## src/rtl/axi_write_slave_controller.sv

```systemverilog
// ----------------------------------------------------------------------------
// axi_interface_pkg
//   Shared AXI4-Lite widths and the response encoding used by the ZenithSoC
//   peripheral responders.
// ----------------------------------------------------------------------------
package axi_interface_pkg;

    localparam int AXI_ADDR_SIZE = 32;  // address width in bits
    localparam int AXI_DATA_SIZE = 4;   // data width in bytes

    typedef enum logic [1:0] {
        AXI_OKAY   = 2'b00,
        AXI_EXOKAY = 2'b01,
        AXI_SLVERR = 2'b10,
        AXI_DECERR = 2'b11
    } axi_response_t;

endpackage : axi_interface_pkg

// ----------------------------------------------------------------------------
// axi_write_slave_controller
//   AXI4-Lite write-path responder. Captures the AW and W channels
//   independently (either order, same cycle allowed), decodes the address
//   against [ADDR_LOW, ADDR_HIGH], issues a single write to a simple
//   peripheral register port and reports the outcome on the B channel.
//   Only one transaction is in flight at a time.
//
// Ports
//   clk_i            system clock, all logic on the rising edge
//   rst_i            synchronous active-high reset
//   AWADDR/AWVALID   write address from the master
//   AWREADY          address buffer empty and block idle
//   WDATA/WSTRB      write data and byte enables from the master
//   WVALID           write data valid
//   WREADY           data buffer empty and block idle
//   BRESP/BVALID     write response towards the master
//   BREADY           master accepts the response
//   write_address_o  captured address for the peripheral
//   write_data_o     captured data for the peripheral
//   write_strobe_o   captured byte enables for the peripheral
//   write_request_o  one-cycle pulse starting the peripheral write
//   write_done_i     peripheral finished the write
//   write_error_i    peripheral reports an error, qualified by write_done_i
//
// Latency (both channels handshaking in cycle 0, peripheral done at once):
//   cycle 1 request pulse, cycle 2 done sampled, cycle 3 BVALID.
// ----------------------------------------------------------------------------
module axi_write_slave_controller
    import axi_interface_pkg::*;
#(
    parameter logic [AXI_ADDR_SIZE-1:0] ADDR_LOW  = '0,
    parameter logic [AXI_ADDR_SIZE-1:0] ADDR_HIGH = 32'hFFFF_FFFF
) (
    input  logic                         clk_i,
    input  logic                         rst_i,

    input  logic [AXI_ADDR_SIZE-1:0]     AWADDR,
    input  logic                         AWVALID,
    output logic                         AWREADY,

    input  logic [AXI_DATA_SIZE*8-1:0]   WDATA,
    input  logic [AXI_DATA_SIZE-1:0]     WSTRB,
    input  logic                         WVALID,
    output logic                         WREADY,

    output axi_response_t                BRESP,
    output logic                         BVALID,
    input  logic                         BREADY,

    output logic [AXI_ADDR_SIZE-1:0]     write_address_o,
    output logic [AXI_DATA_SIZE*8-1:0]   write_data_o,
    output logic [AXI_DATA_SIZE-1:0]     write_strobe_o,
    output logic                         write_request_o,
    input  logic                         write_done_i,
    input  logic                         write_error_i
);

    typedef enum logic [1:0] {
        IDLE,
        WRITE,
        RESPOND
    } state_t;

    state_t                       state;

    logic                         aw_full;
    logic                         w_full;
    logic [AXI_ADDR_SIZE-1:0]     address_q;
    logic [AXI_DATA_SIZE*8-1:0]   data_q;
    logic [AXI_DATA_SIZE-1:0]     strobe_q;

    logic                         bvalid_q;
    axi_response_t                bresp_q;

    // Cleared by reset and set on the first clock after it, so the READYs are
    // held low for the whole time reset is applied without looking at rst_i
    // combinationally.
    logic                         accept_enable;

    logic                         aw_handshake;
    logic                         w_handshake;
    logic                         request_pending;
    logic                         above_low;
    logic                         below_high;
    logic                         in_range;
    logic                         strobe_any;

    // ------------------------------------------------------------------------
    // Address window decode. An open bound (0 or all ones) is never compared,
    // which keeps the default full-range window free of constant comparisons.
    // ------------------------------------------------------------------------
    if (ADDR_LOW == '0) begin : g_low_open
        assign above_low = 1'b1;
    end else begin : g_low_cmp
        assign above_low = (address_q >= ADDR_LOW);
    end

    if (ADDR_HIGH == '1) begin : g_high_open
        assign below_high = 1'b1;
    end else begin : g_high_cmp
        assign below_high = (address_q <= ADDR_HIGH);
    end

    assign in_range   = above_low & below_high;
    assign strobe_any = |strobe_q;

    // ------------------------------------------------------------------------
    // Channel readiness depends only on registered state, never on VALID.
    // ------------------------------------------------------------------------
    assign AWREADY = accept_enable & (state == IDLE) & ~aw_full;
    assign WREADY  = accept_enable & (state == IDLE) & ~w_full;

    assign aw_handshake = AWVALID & AWREADY;
    assign w_handshake  = WVALID & WREADY;

    // Both buffers hold a request and the block has not acted on it yet.
    assign request_pending = (state == IDLE) & aw_full & w_full;

    // The pulse is decoded from registered state only; the FSM leaves IDLE on
    // the same edge, so it lasts exactly one cycle.
    assign write_request_o = request_pending & in_range & strobe_any;

    assign write_address_o = address_q;
    assign write_data_o    = data_q;
    assign write_strobe_o  = strobe_q;

    assign BVALID = bvalid_q;
    assign BRESP  = bresp_q;

    // ------------------------------------------------------------------------
    // Capture buffers and the IDLE -> WRITE -> RESPOND sequencer.
    // The buffers can only be written in IDLE (READY is low elsewhere), and
    // they are only emptied by the B handshake in RESPOND, so capture and
    // release never collide on the same edge.
    // ------------------------------------------------------------------------
    always_ff @(posedge clk_i) begin
        if (rst_i) begin
            state         <= IDLE;
            accept_enable <= 1'b0;
            aw_full       <= 1'b0;
            w_full        <= 1'b0;
            address_q     <= '0;
            data_q        <= '0;
            strobe_q      <= '0;
            bvalid_q      <= 1'b0;
            bresp_q       <= AXI_OKAY;
        end else begin
            accept_enable <= 1'b1;

            if (aw_handshake) begin
                address_q <= AWADDR;
                aw_full   <= 1'b1;
            end

            if (w_handshake) begin
                data_q   <= WDATA;
                strobe_q <= WSTRB;
                w_full   <= 1'b1;
            end

            case (state)
                IDLE: begin
                    if (request_pending) begin
                        if (!in_range) begin
                            state    <= RESPOND;
                            bvalid_q <= 1'b1;
                            bresp_q  <= AXI_DECERR;
                        end else if (!strobe_any) begin
                            // Nothing to write: acknowledge without touching
                            // the peripheral.
                            state    <= RESPOND;
                            bvalid_q <= 1'b1;
                            bresp_q  <= AXI_OKAY;
                        end else begin
                            state <= WRITE;
                        end
                    end
                end

                WRITE: begin
                    // First sampled the cycle after the request pulse; the
                    // peripheral may take arbitrarily long.
                    if (write_done_i) begin
                        state    <= RESPOND;
                        bvalid_q <= 1'b1;
                        bresp_q  <= write_error_i ? AXI_SLVERR : AXI_OKAY;
                    end
                end

                RESPOND: begin
                    if (BREADY) begin
                        state    <= IDLE;
                        bvalid_q <= 1'b0;
                        aw_full  <= 1'b0;
                        w_full   <= 1'b0;
                    end
                end

                default: begin
                    state    <= IDLE;
                    bvalid_q <= 1'b0;
                end
            endcase
        end
    end

endmodule : axi_write_slave_controller

```

## config.mk

```make
export PLATFORM = sky130hd
export DESIGN_NAME = axi_write_slave_controller
export DESIGN_NICKNAME = d
export VERILOG_FILES = /design/src/rtl/axi_write_slave_controller.sv
export SDC_FILE = /design/constraint.sdc
export NUM_CORES = 1
export LEC_CHECK = 0
export BUFFER_PORTS_ARGS = -buffer_cell sky130_fd_sc_hd__buf_2
export CAP_MARGIN = 10
export CORE_MARGIN = 3
export CORE_UTILIZATION = 48
export CTS_BUF_LIST = sky130_fd_sc_hd__clkbuf_8
export CTS_CLUSTER_SIZE = 16
export DETAILED_ROUTE_END_ITERATION = 7
export GPL_TIMING_DRIVEN = 0
export PLACE_DENSITY = 0.94
export SLEW_MARGIN = 20
export SYNTH_ARGS = -nofsm -noshare
export SYNTH_HDL_FRONTEND = slang
export SYNTH_SLANG_ARGS = --single-unit
```

## constraint.sdc

```tcl
create_clock -name clk_i -period 2.1 [get_ports clk_i]
set_input_delay 0.105 -clock clk_i [delete_from_list [all_inputs] [get_ports clk_i]]
set_output_delay 0.105 -clock clk_i [all_outputs]
set_load 0.01 [all_outputs]
```

* Word-level counts from Yosys, hierarchy flattened *
Index checks and enable logic that the tools add are counted.

word-level totals
  register bits after elaboration = 76
  bits in latches = 0
  RAM bits = 0
  ROM bits = 0
  input port bits = 75
  output and inout bits = 74
  logic and storage cells = 53
  memories kept = 0

operators by class
  add/subtract/negate cells = 0
  multiply operators = 0
  div/mod/pow operators = 0
  order comparisons = 0
  eq/ne operators = 6
  shifts and indexed selects = 0
  mux-type cells = 22
  bitwise gates (word level) = 10
  reduce and logical (&&, ||, !) cells = 6

operators with widths
  operator            number
  $mux 2              8
  $mux 1              11
  $and 1x1->1         8
  $ne 2x2->1 const B  4
  $reduce_and 4->1    2
  $pmux 2 s3          1
  $pmux 2 s2          1
  $reduce_or 4->1     1
  $pmux 1 s3          1
  $reduce_and 3->1    1
  $eq 2x1->1 const B  1
  $eq 2x2->1 const B  1
  $logic_not 2->1     1
  $not 1->1           2
  $reduce_bool 2->1   1

* Logic depth before layout (Yosys ltp) *
  depth in word-level cells = 7
  mapped depth = 6
  gate-level depth less buffers = 3

* Worst setup path after synthesis *
No wires, ideal clock.

  path kind = reg-to-reg
  start point = register state[1]
  end point = register data_q[15] (netlist: write_data_o[15])
  library setup time = 0.116 ns
  arrival = 1.381 ns
  slack = 0.602 ns
  cell stages (with the launch flop) = 7
  buffers on the path = 3
  period minus slack after synthesis = 1.498 ns
  cells stage by stage = dfxtp_1 > buf_2 > nor4b_2 > buf_2 > buf_4 > a21oi_1 > a31o_2

on the way
  longest elaborated chain between the ends = 4

RTL lines
  element                   RTL line  RTL
  start: declaration        84        state_t state;
  start signal: assignment  158       state <= IDLE;
  start signal: assignment  185       state <= RESPOND;
  start signal: assignment  191       state <= RESPOND;
  $logic_not 2->1           131       assign WREADY = accept_enable & (state == IDLE) & ~w_full;
  $and 1x1->1 (2 in a row)  131
  named net WREADY          64        output logic WREADY,
  $and 1x1->1               134       assign w_handshake = WVALID & WREADY;
  end signal: assignment    163       data_q <= '0;
  end signal: assignment    176       data_q <= WDATA;
  end: declaration          89        logic [AXI_DATA_SIZE*8-1:0] data_q;

The timed path passes the listed nets, and every way through them passes these cells.
A chain may end at the register's enable or synchronous reset.

* Worst setup path in the final report *
  start point = register state[1]
  end point = output AWREADY

on the way
  longest elaborated chain between the ends = 3

RTL lines
  element                   RTL line  RTL
  $logic_not 2->1           130       assign AWREADY = accept_enable & (state == IDLE) & ~aw_full;
  $and 1x1->1 (2 in a row)  130
  end: declaration          59        output logic AWREADY,

No other way between the ends.

==> metrics.md <==
| Metric | Value |
|---|---|
| Status | `finished, final reports clean` |
| PwrDens | `694 mW/mm^2` |
| Vias in the first global route | `3498` |
| Met3 WL post-DR | `577 microns` |
| Core Footprint | `0.00646 sq mm` |
| Crit share post-route | `89.0%` |
| Setup crit end kind | `output pin` |
| Cells after synthesis | `348` |
| Starting DRC count in detailed routing | `230` |
| Initial antenna violation count | `0` |
| Pre-CTS setup slack | `0.433 ns` |
| IO buf count | `144` |
| Worst endpoint required time | `2.00 ns` |
| Cell Rows | `29` |
| H-tree depth | `3` |
| Initial Utilization | `50.5%` |
| Reg clk slew, reported paths | `0.08 ns` |
| Die H | `88.5 microns` |
| Length of the first detailed-routing pass in iterations | `4` |
| Reg2reg end | `write_data_o[2]` |
| Worst-skew pair later-pin latency | `0.33 ns` |
| Sink of the worst hold path | `write_data_o[17]` |
| Crit-path most repeated cell | `buf_2` |
| Seq/Total Area, Yosys | `46.0%` |
| Share of cells above drive strength 1 | `38.6%` |
| Met2 wire length | `5650 microns` |
| Syn Area/Cell | `9.38 sq um` |
| Clock sink count | `75` |
| CTS tree | `done` |
| Clock Path Buffers | `2` |
| Reg-to-reg critical path startpoint | `state[1]` |
| Maximum fanout along the worst path | `10` |
| Final Hold Viols | `0` |
| Area Overhead vs Synth | `50.1%` |
| Max incr delay on CP | `0.47 ns` |
| Area of the die | `0.00783 sq mm` |
| #FFs+latches synth | `75` |
| Number of library cell types mapped by synthesis | `27` |
| Fmax | `535 MHz` |
| GP Congestion | `0.895` |
| Warnings, synthesis | `0` |
| Worst EP arrival | `1.76 ns` |
| Root Buffer | `clkbuf_8` |
| Routed Wire Length | `10800 microns` |
| Largest net degree at the start of global routing | `13` |
| Hold path cells | `2` |
| Top cells by area, synth | `dfxtp_1 46%, nand2b_1 14%, a21oi_1 11%, a31o_2 10%, a31o_1 7.8%` |
| Reg2reg path depth | `6` |
| Mux share of post-synthesis cell area | `0%` |
| Final instance area | `0.00490 sq mm` |
| Inserted Clock Buffers | `9` |
| Io pins | `149` |
| Startpoint types | `flip-flop` |
| Routed Antenna Nets | `0` |
| Max-slew violations | `0` |
| Final setup violation count | `0` |
| Worst hold start | `WDATA[17]` |
| Vias/cell | `5.55` |
| Largest family of logic cells by synthesized area | `compound AO/OA/AOI/OAI gates` |
| Inst Count DP | `569` |
| Via Count | `3576` |
| Flop2flop setup slack | `0.38 ns` |
| Hold_ws | `0.0125 ns` |
| Final Worst Setup Slack | `0.231 ns` |
| Post-synthesis compound-gate area fraction | `30.9%` |
| Number of max-cap violations | `0` |
| Worst slew pin tran | `0.549 ns` |
| DRC viols | `0` |
| Post-layout min period | `1.87 ns` |
| Metal-1 WL | `4140 microns` |
| Area after DPL | `0.00408 sq mm` |
| Cell Count, Final, Fillers Out | `644` |
| All-layer global routing usage | `26.9%` |
| TNS Setup | `0 ns` |
| Post-Synth Adder-Cell Area | `0%` |
| Relative slew slack | `63.4%` |
| Top Metal Used | `met4` |
| Total congestion overflow | `0` |
| ANT cells | `0` |
| Max VDD drop | `555 uV` |
| Critical-path top delay cell | `nor4b_4` |
| Simple-gate portion of the synthesized area | `16.5%` |
| DP HPWL | `6650 microns` |
| Area leader, netlist | `dfxtp_1` |
| CP Class | `flip-flop to output pin` |
| Final nets | `637` |
| Hold WC Path Type | `input port to flip-flop` |
| Synth Area in XOR/XNOR | `0%` |
| Chip Width | `88.5 microns` |
| Syn nets | `423` |
| Leakage dissipation | `2.27 nW` |
| Routed WL per cell | `16.8 microns` |
| Clock Skew | `0.00559 ns` |
| RSZ-0062 raised after global routing | `false` |
| Core Util, Final | `75.9%` |
| Synth Cell Area | `0.00326 sq mm` |
| # Post-CTS Setup Buffers | `0` |
| Total power | `3.40 mW` |
| Worst path cell trace | `buf_2 > nor4b_4 > buf_2 > buf_2` |
| Top cell type's share of synthesized area | `46.0%` |
| First-pass GRT wire length | `16200 microns` |
## flip-flops by register name, summed over array words and instances, names as in the netlist
signal,cells
state,2
aw_full,1
accept_enable,1
BVALID,1
write_address_o,32
w_full,1
BRESP,1
write_strobe_o,4
write_data_o,32
## layout make-up
cell class	instances	area [sq um]
clock inverter	5	76.3
tap	77	96.3
fill	446	1560
inverter	2	7.51
sequential	75	1500
timing repair buffer	203	1310
buffer	41	204
multi-input combinational	230	1550
clock buffer	11	151
## cells in the mapped netlist
library cell and count:
dfxtp_1 75, nand2b_1 71, a21oi_1 69, a31o_2 39, a31o_1 29, clkbuf_1 22
buf_4 11, buf_2 7, o21ai_0 3, a31oi_1 2, and2_1 2, nand2_1 2
o21a_1 2, a211oi_1 1, and4_1 1, buf_1 1, conb_1 1, inv_1 1
inv_2 1, nand3b_1 1, nand4b_1 1, nor2_1 1, nor4b_2 1, nor4b_4 1
o211a_1 1, o211ai_1 1, or4_1 1
## cells in the final DEF (no fill, tap or decap), drive strengths merged, types with 2 or more instances in the layout
master | netlist | final
a21oi | 69 | 69
nor4b | 2 | 2
a31oi | 2 | 2
bufinv | 0 | 2
nand2 | 2 | 2
and2 | 2 | 2
a31o | 68 | 68
o21ai | 3 | 3
clkbuf | 22 | 33
inv | 2 | 3
dfxtp | 75 | 75
dlygate4sd3 | 0 | 59
o21a | 2 | 2
nand2b | 71 | 71
buf | 19 | 163
## repair_timing
item,CTS,global route
endpoints found under the hold margin,59,0
hold buffers,59,0
gates resized for setup,0,0
## critical path: cells and delay by family, from the launching register on
kind | cells | cell delay, ns
buffers and inverters | 3 | 0.66
AND/OR/NAND/NOR | 1 | 0.47
flip-flops | 1 | 0.30
## where the power goes
part	internal (mW)	total [mW]	switching (mW)
clock network	0.729	1.26	0.533
logic	0.301	0.599	0.298
registers	1.50	1.54	0.0424
total	2.53	3.40	0.873
## layer usage
| layer | GRT usage (%) | vias to the layer above |
|---|---|---|
| li1 | - | 1676 |
| met1 | 29.4 | 1707 |
| met2 | 49.0 | 154 |
| met3 | 5.49 | 39 |
| met4 | 13.6 | 0 |
| met5 | 0 | - |
## cell families after synthesis
group	count (synthesis)
AOI/OAI and AO/OA	147
buffers and inverters	43
DFF	75
other	1
and+or+nand+nor	82
## worst max path at each step
stage	start	end	slack [ns]	cells past startpoint
4_1_cts	state[1]	AWREADY	0.23	4
2_1_floorplan	state[1]	write_data_o[15]	0.60	6
5_1_grt	state[1]	AWREADY	0.11	4
3_5_place_dp	state[1]	write_address_o[24]	0.43	6
3_3_place_gp	state[1]	write_data_o[6]	0.47	6
6_report	state[1]	AWREADY	0.23	4
Note: power is estimated with default switching activity, not from simulation.
